File: src/rtl/fetch_unit.sv
// Instruction fetch stage: owns the program counter, addresses the instruction
// ROM, captures the fetched word into the instruction register (IR) and offers
// it to decode over a valid/ready handshake. Handles stalls, branch/jump
// redirects, PC wrap-around and the HALT opcode, and counts accepted handshakes.
module fetch_unit #(
    parameter int                ADDR_W   = 8,
    parameter int                INSTR_W  = 25,
    parameter logic [ADDR_W-1:0] RESET_PC = 8'h00,
    parameter logic [4:0]        HALT_OP  = 5'b11111,
    parameter int                CNT_W    = 16
) (
    input  logic               clk,
    input  logic               rst_n,
    output logic [ADDR_W-1:0]  rom_addr,
    input  logic [INSTR_W-1:0] rom_data,
    input  logic               redirect_valid,
    input  logic [ADDR_W-1:0]  redirect_target,
    output logic               ir_valid,
    input  logic               ir_ready,
    output logic [INSTR_W-1:0] ir_instr,
    output logic [ADDR_W-1:0]  ir_pc,
    output logic               halted,
    output logic [CNT_W-1:0]   fetch_count
);

    typedef enum logic [0:0] {
        ST_RUN    = 1'b0,
        ST_HALTED = 1'b1
    } state_t;

    state_t              r_state;
    state_t              w_state_next;
    logic [ADDR_W-1:0]   r_pc;
    logic                r_ir_valid;
    logic [INSTR_W-1:0]  r_ir_instr;
    logic [ADDR_W-1:0]   r_ir_pc;
    logic [CNT_W-1:0]    r_fetch_count;

    logic                w_advance;
    logic                w_accept;
    logic                w_is_halt;
    logic                w_cnt_max;

    // Handshake, fetch-enable and HALT-opcode decode shared by every process.
    assign w_accept  = r_ir_valid & ir_ready;
    assign w_advance = (r_state == ST_RUN) & (~r_ir_valid | ir_ready) & ~redirect_valid;
    assign w_is_halt = (rom_data[INSTR_W-1 -: 5] == HALT_OP);
    assign w_cnt_max = &r_fetch_count;

    // State register for the RUN/HALTED machine.
    always_ff @(posedge clk or negedge rst_n) begin
        // NOTE: sequential state uses non-blocking assignments so every flop
        // samples the pre-edge values regardless of statement order.
        if (!rst_n) begin
            r_state <= ST_RUN;
        end else begin
            r_state <= w_state_next;
        end
    end

    // Next state: a redirect always resumes fetching; a fetched HALT word stops it.
    always_comb begin
        // NOTE: the default first keeps every path assigned, so no latch is inferred.
        w_state_next = r_state;
        if (redirect_valid) begin
            w_state_next = ST_RUN;
        end else if (w_advance && w_is_halt) begin
            w_state_next = ST_HALTED;
        end
    end

    // Outputs: ROM address and halt flag come straight from registers.
    always_comb begin
        rom_addr    = r_pc;
        halted      = (r_state == ST_HALTED);
        ir_valid    = r_ir_valid;
        ir_instr    = r_ir_instr;
        ir_pc       = r_ir_pc;
        fetch_count = r_fetch_count;
    end

    // Program counter: redirect wins, otherwise step on a fetch unless the
    // word is HALT, which leaves the address parked on the HALT instruction.
    always_ff @(posedge clk or negedge rst_n) begin
        if (!rst_n) begin
            r_pc <= RESET_PC;
        end else if (redirect_valid) begin
            r_pc <= redirect_target;
        end else if (w_advance && !w_is_halt) begin
            r_pc <= r_pc + ADDR_W'(1);
        end
    end

    // Instruction register: load on fetch, drop on redirect or on accept
    // without a refill, otherwise hold so decode sees a stable word.
    always_ff @(posedge clk or negedge rst_n) begin
        if (!rst_n) begin
            r_ir_valid <= 1'b0;
            r_ir_instr <= '0;
            r_ir_pc    <= '0;
        end else if (redirect_valid) begin
            r_ir_valid <= 1'b0;
        end else if (w_advance) begin
            r_ir_valid <= 1'b1;
            r_ir_instr <= rom_data;
            r_ir_pc    <= r_pc;
        end else if (w_accept) begin
            r_ir_valid <= 1'b0;
        end
    end

    // Retired-fetch counter: one per accepted handshake, even when a redirect
    // drops the word in the same cycle; sticks at all-ones.
    always_ff @(posedge clk or negedge rst_n) begin
        if (!rst_n) begin
            r_fetch_count <= '0;
        end else if (w_accept && !w_cnt_max) begin
            r_fetch_count <= r_fetch_count + CNT_W'(1);
        end
    end

endmodule
File: config.mk
export PLATFORM = sky130hd
export DESIGN_NAME = fetch_unit
export DESIGN_NICKNAME = d
export VERILOG_FILES = /design/src/rtl/fetch_unit.sv
export SDC_FILE = /design/constraint.sdc
export NUM_CORES = 1
export LEC_CHECK = 0
export CORE_MARGIN = 2
export CORE_UTILIZATION = 30
export DETAILED_ROUTE_END_ITERATION = 7
export MAX_ROUTING_LAYER = met4
export PLACE_DENSITY = 0.72
export SLEW_MARGIN = 30
export SYNTH_ARGS = -nofsm -noshare
export SYNTH_HDL_FRONTEND = slang
export SYNTH_SLANG_ARGS = --single-unit
File: constraint.sdc
create_clock -name clk -period 1.6 [get_ports clk]
set_input_delay 0.32 -clock clk [delete_from_list [all_inputs] [get_ports clk]]
set_output_delay 0.32 -clock clk [all_outputs]
set_load 0.02 [all_outputs]
Word-level counts from Yosys, hierarchy flattened

Index checks and enable logic that the tools add are counted.

Eq/ne operators: 1
Muxes and demuxes: 7
$add $sub $neg: 2
Reduce and logical (&&, ||, !) cells: 10
Bitwise operators: 7

Operators by type and width:

| kind                                                            | count |
|---|---|
| 16-bit by 1-bit adder with 16-bit output, second input constant | 1 |
| 8-bit 2-to-1 mux                                                | 2 |
| 16-bit AND reduction                                            | 1 |
| 8-bit by 1-bit adder with 8-bit output, second input constant   | 1 |
| 5-bit == test, second input constant                            | 1 |
| 1-bit 2-to-1 mux                                                | 5 |
| 2-bit nonzero test                                              | 2 |
| 1-bit AND                                                       | 3 |
| 1-bit logical AND                                               | 3 |
| 1-bit inverter                                                  | 3 |
| 3-bit nonzero test                                              | 1 |
| 1-bit zero test                                                 | 2 |
| 2-bit AND reduction                                             | 1 |
| 1-bit OR                                                        | 1 |

Word-level logic and storage cells: 33
Output and inout bits: 59
Input port bits: 37
Register bits: 59

Depth between registers and ports, before layout

Depth after elaboration: 7
Mapped depth: 6
Gate-level depth less buffers: 5

Least setup slack after synthesis

No wires, ideal clock.

Path type: reg2reg
Start: reg r_pc[0] (netlist: rom_addr[0])
End: reg r_pc[7] (netlist: rom_addr[7])
Period minus slack after synthesis: 1720 ps
Buffers on the path: 0
Stages on the path, launching flop included: 5
Slack: -120 ps
Data required time: 1474 ps
Arrival time: 1594 ps
Setup time: 126 ps
Cell sequence: dfrtp_1 and3_1 nand3_2 or4_1 a221o_1

Word-level cells in the longest chain between the ends: 3

RTL lines:

| what                                   | line | RTL |
|---|---|---|
| start, declared                        | 33   | `logic [ADDR_W-1:0] r_pc;` |
| start signal, assigned                 | 88   | `r_pc <= redirect_target;` |
| start signal, assigned                 | 90   | `r_pc <= r_pc + ADDR_W'(1);` |
| 8-bit by 1-bit adder with 8-bit output | 90   |  |
| 8-bit 2-to-1 mux                       | 89   | `end else if (w_advance && !w_is_halt) begin` |
| 8-bit 2-to-1 mux                       | 87   | `end else if (redirect_valid) begin` |

No other way between the ends. The select of a mux whose other input is x is not followed.
A chain may end at the register's enable or synchronous reset.

Worst setup path after layout

Start: in rom_data[21]
End: reg r_pc[7] (netlist: rom_addr[7])

Word-level cells in the longest chain between the ends: 4

RTL lines:

| what                                | line | RTL |
|---|---|---|
| start, declared                     | 15   | `input logic [INSTR_W-1:0] rom_data,` |
| 5-bit == test                       | 47   | `assign w_is_halt = (rom_data[INSTR_W-1 -: 5] == HALT_OP);` |
| 1-bit zero test                     | 89   |  |
| 1-bit logical AND                   | 89   |  |
| 2-bit nonzero test (no source line) | -    |  |

No other way between the ends.

==> results.cfg <==
[timing]
slew_headroom_pct = 79.0
fin_crit_sh_pct = 98.9
max_freq_mhz = 632
rsz0062_at_grt = yes
tightest_slew_ns = 0.314
period_needed_ns = 1.58
setup_viol = 0
final-hold-violation-count = 0
whs_ns = 0.375
fin_skew_ns = 0.00945
drv_slew = 0

[clock_tree]
cts_sinks = 59
clock_path_buffers = 2
htreeDepth = 3
cts_buffers = 9
cts_tree = built
clk_pin_slew_worst_paths_ns = 0.07
clock_latency_ns = 0.33
clock-root-buffer = clkbuf_8

[critical_path]
crit_end = rom_addr[7]
rrSetupSlack_ns = 0.07
critical_path.slowest_cell = or4_4
ff2ff_path_depth = 4
r2r_end = fetch_count[1]
crit_buf_inv = 1
critPathKind = input port to flip-flop
path_depth = 5
max_stage_delay_ns = 0.53
start_kind = input port
worst_ep_arrival_time_ns = 1.80
r2r-start = fetch_count[0]
cp_cell_sequence = clkdlybuf4s50_1 -> nand3_2 -> nor2_4 -> or4_4 -> a221o_1
cp-startpoint = rom_data[21]
cp-end-kind = flip-flop
crit_family = simple AND/OR/NAND/NOR gates
cp_max_fo = 14
worst_ep_required_time_ns = 1.81

[global_route]
use_met3_pct = 5.54
top_usage_layer = met2
grt.total_usage_pct = 17.0
grt_max_degree = 36
antenna_found_initial = 0
grt.met1_usage_pct = 21.4
grt_pass1_wl_um = 12600
grt_pass1_vias = 2587
grtUsageMet2_pct = 26.2
grt_overflow = 0

[floorplanning]
rows = 34
die_x_um = 97.4
design.core.area_um2 = 8590
dieArea_um2 = 9480
io_pins = 96
fp.dieH_um = 97.4
start_util_pct = 30.4

[synthesis]
yosys_warnings = 0
synth_compound_area_share_pct = 7.51
synth_most_common_cell = nand2_1
synthTopCellsByCount = 113 x nand2_1, 59 x dfrtp_1, 15 x nor2_1
yosysSeqAreaShare_pct = 56.4
synth_area_leader_cell = dfrtp_1
synth_fa_ha_area_share_pct = 0.956
synth_top_family_by_area = simple AND/OR/NAND/NOR gates
synth_ff_type = dfrtp_1
synth_area_um2 = 2620
syn-num-nets = 317
synth_xor_area_share_pct = 2.34
avgSynthCellArea_um2 = 9.41
ys_types = 44
ys_ff_latch = 59
syn_inst = 278
synthMuxAreaShare_pct = 1.82
yosysTopAreaCellShare_pct = 56.4
synth.area.top_cells = dfrtp_1 56%, nand2_1 16%, a31oi_1 2.2%
synth_edf_count = 0
async_flop_share_pct = 100
synth-simple-area-share_pct = 28.8

[detailed_routing]
wl_per_cell_um = 13.9
viasPerCell = 4.78
drc = 0
firstDrtPassIters = 4
drt_wl_total_um = 7350
ant_nets = 0
vias = 2526
drtIter0Drc = 105

[placement]
place_congestion = 0.818
post-place-cells = 507
io_buffers = 95
place.detailed.hpwl_um = 5430

[power]
leakage_nw = 2.15
vdd_ir_drop_max_uv = 435
power_density_nw_per_um2 = 1060

[final_layout]
areaGrowthSynthToFinish_pct = 60.6
final_cells = 528
final_nets = 454
antenna_cells = 0
drive_above_1_share_pct = 19.5
fillers = 834

[worst_hold_path]
hp-class = input port to asynchronous set/reset pin

[run]
max-cap-violations = 0

[run_status]
status = finished, final reports clean
==> through the flow <==
step	utilization, %	instance area [um2]	power, mW	setup slack, ns	TNS, ns
final	48.9	4200	4.47	0.0174	0
after global routing	48.9	4200	4.75	-0.00413	-0.00762
after CTS	48.5	4160	4.47	0.0187	0
after detailed placement	46.8	4020	3.23	-0.489	-14.37
after global placement	46.8	4020	3.19	-0.443	-12.90
after floorplan	-	2650	2.46	-0.0266	-0.0266
==> worst reg2reg max path: stages (launching register included) <==
cell	delay, ns
dfrtp_1	0.40
ha_1	0.24
and4_1	0.26
a21oi_2	0.21
mux2_4	0.31
==> flip-flops by register name (all words and copies together) (netlist names) <==
register and flops:
ir_pc 8, ir_valid 1, halted 1, rom_addr 8, ir_instr 25, fetch_count 16
==> per-layer routing <==
metal	wire length, um	share of wire (%)
met5	0	0
met3	488	6.6
met4	140	1.9
met1	3220	44
met2	3510	48
==> layout by cell type (no fill, tap or decap), types with 2 or more instances in the layout <==
master	count
nand2_1	112
dlygate4sd2_1	61
dfrtp_1	49
buf_4	35
clkdlybuf4s50_1	33
nor2_1	13
clkbuf_8	11
dfrtp_2	10
a31oi_1	9
a21oi_1	7
xor2_1	6
nand3_1	5
buf_12	5
o21ai_0	4
and3_1	3
inv_1	3
o31ai_1	3
or4_1	3
clkbuf_1	3
nor2_4	2
and4_1	2
and4bb_1	2
nand3b_1	2
or3_1	2
or3_2	2
ha_1	2
==> power breakdown <==
| part | internal [mW] | switching [mW] | leakage (nW) | total, mW |
|---|---|---|---|---|
| sequential | 1.70 | 0.171 | 0.721 | 1.87 |
| clock | 0.805 | 0.557 | 0.101 | 1.36 |
| combinational | 0.576 | 0.663 | 1.33 | 1.24 |
| total | 3.08 | 1.39 | 2.15 | 4.47 |
==> cells by family (layout without fill, tap and decap cells) <==
group	after synthesis	in the layout
flip-flops	59	59
AO/OA/AOI/OAI	30	30
buffers and inverters	13	155
adder cells (fa/ha/maj)	2	2
multiplexers	4	4
XOR/XNOR	7	7
AND/OR/NAND/NOR	163	163
==> how the worst min path moves through the flow <==
stage	cells after the start	to	from	slack, ns
after floorplan	0	fetch_count[0]	rst_n	0.02
after global placement	1	fetch_count[8]	rst_n	0.18
after detailed placement	1	fetch_count[8]	rst_n	0.18
after CTS	2	fetch_count[8]	rst_n	0.35
after global routing	2	fetch_count[7]	rst_n	0.36
final	2	fetch_count[8]	rst_n	0.37
==> repair_timing <==
action / CTS / global route
hold buffers: 1 / 0
hold endpoints to repair: 6 / 0
gates resized for setup: 63 / 4
pin swaps: 1 / 5
setup endpoints to repair: 67 / 6
setup buffers: 1 / 3
==> area by class of cell <==
type	count	area, um2	share of cell area [%]
flip-flops and latches	59	1490	35.4
clock buffers	14	163	3.87
inverters	3	11.3	0.268
multi-input cells	206	1130	26.8
clock inverters	2	35.0	0.834
repair buffers	136	1240	29.6
well taps	108	135	3.22
No activity file was read; power rests on OpenSTA's default activity.
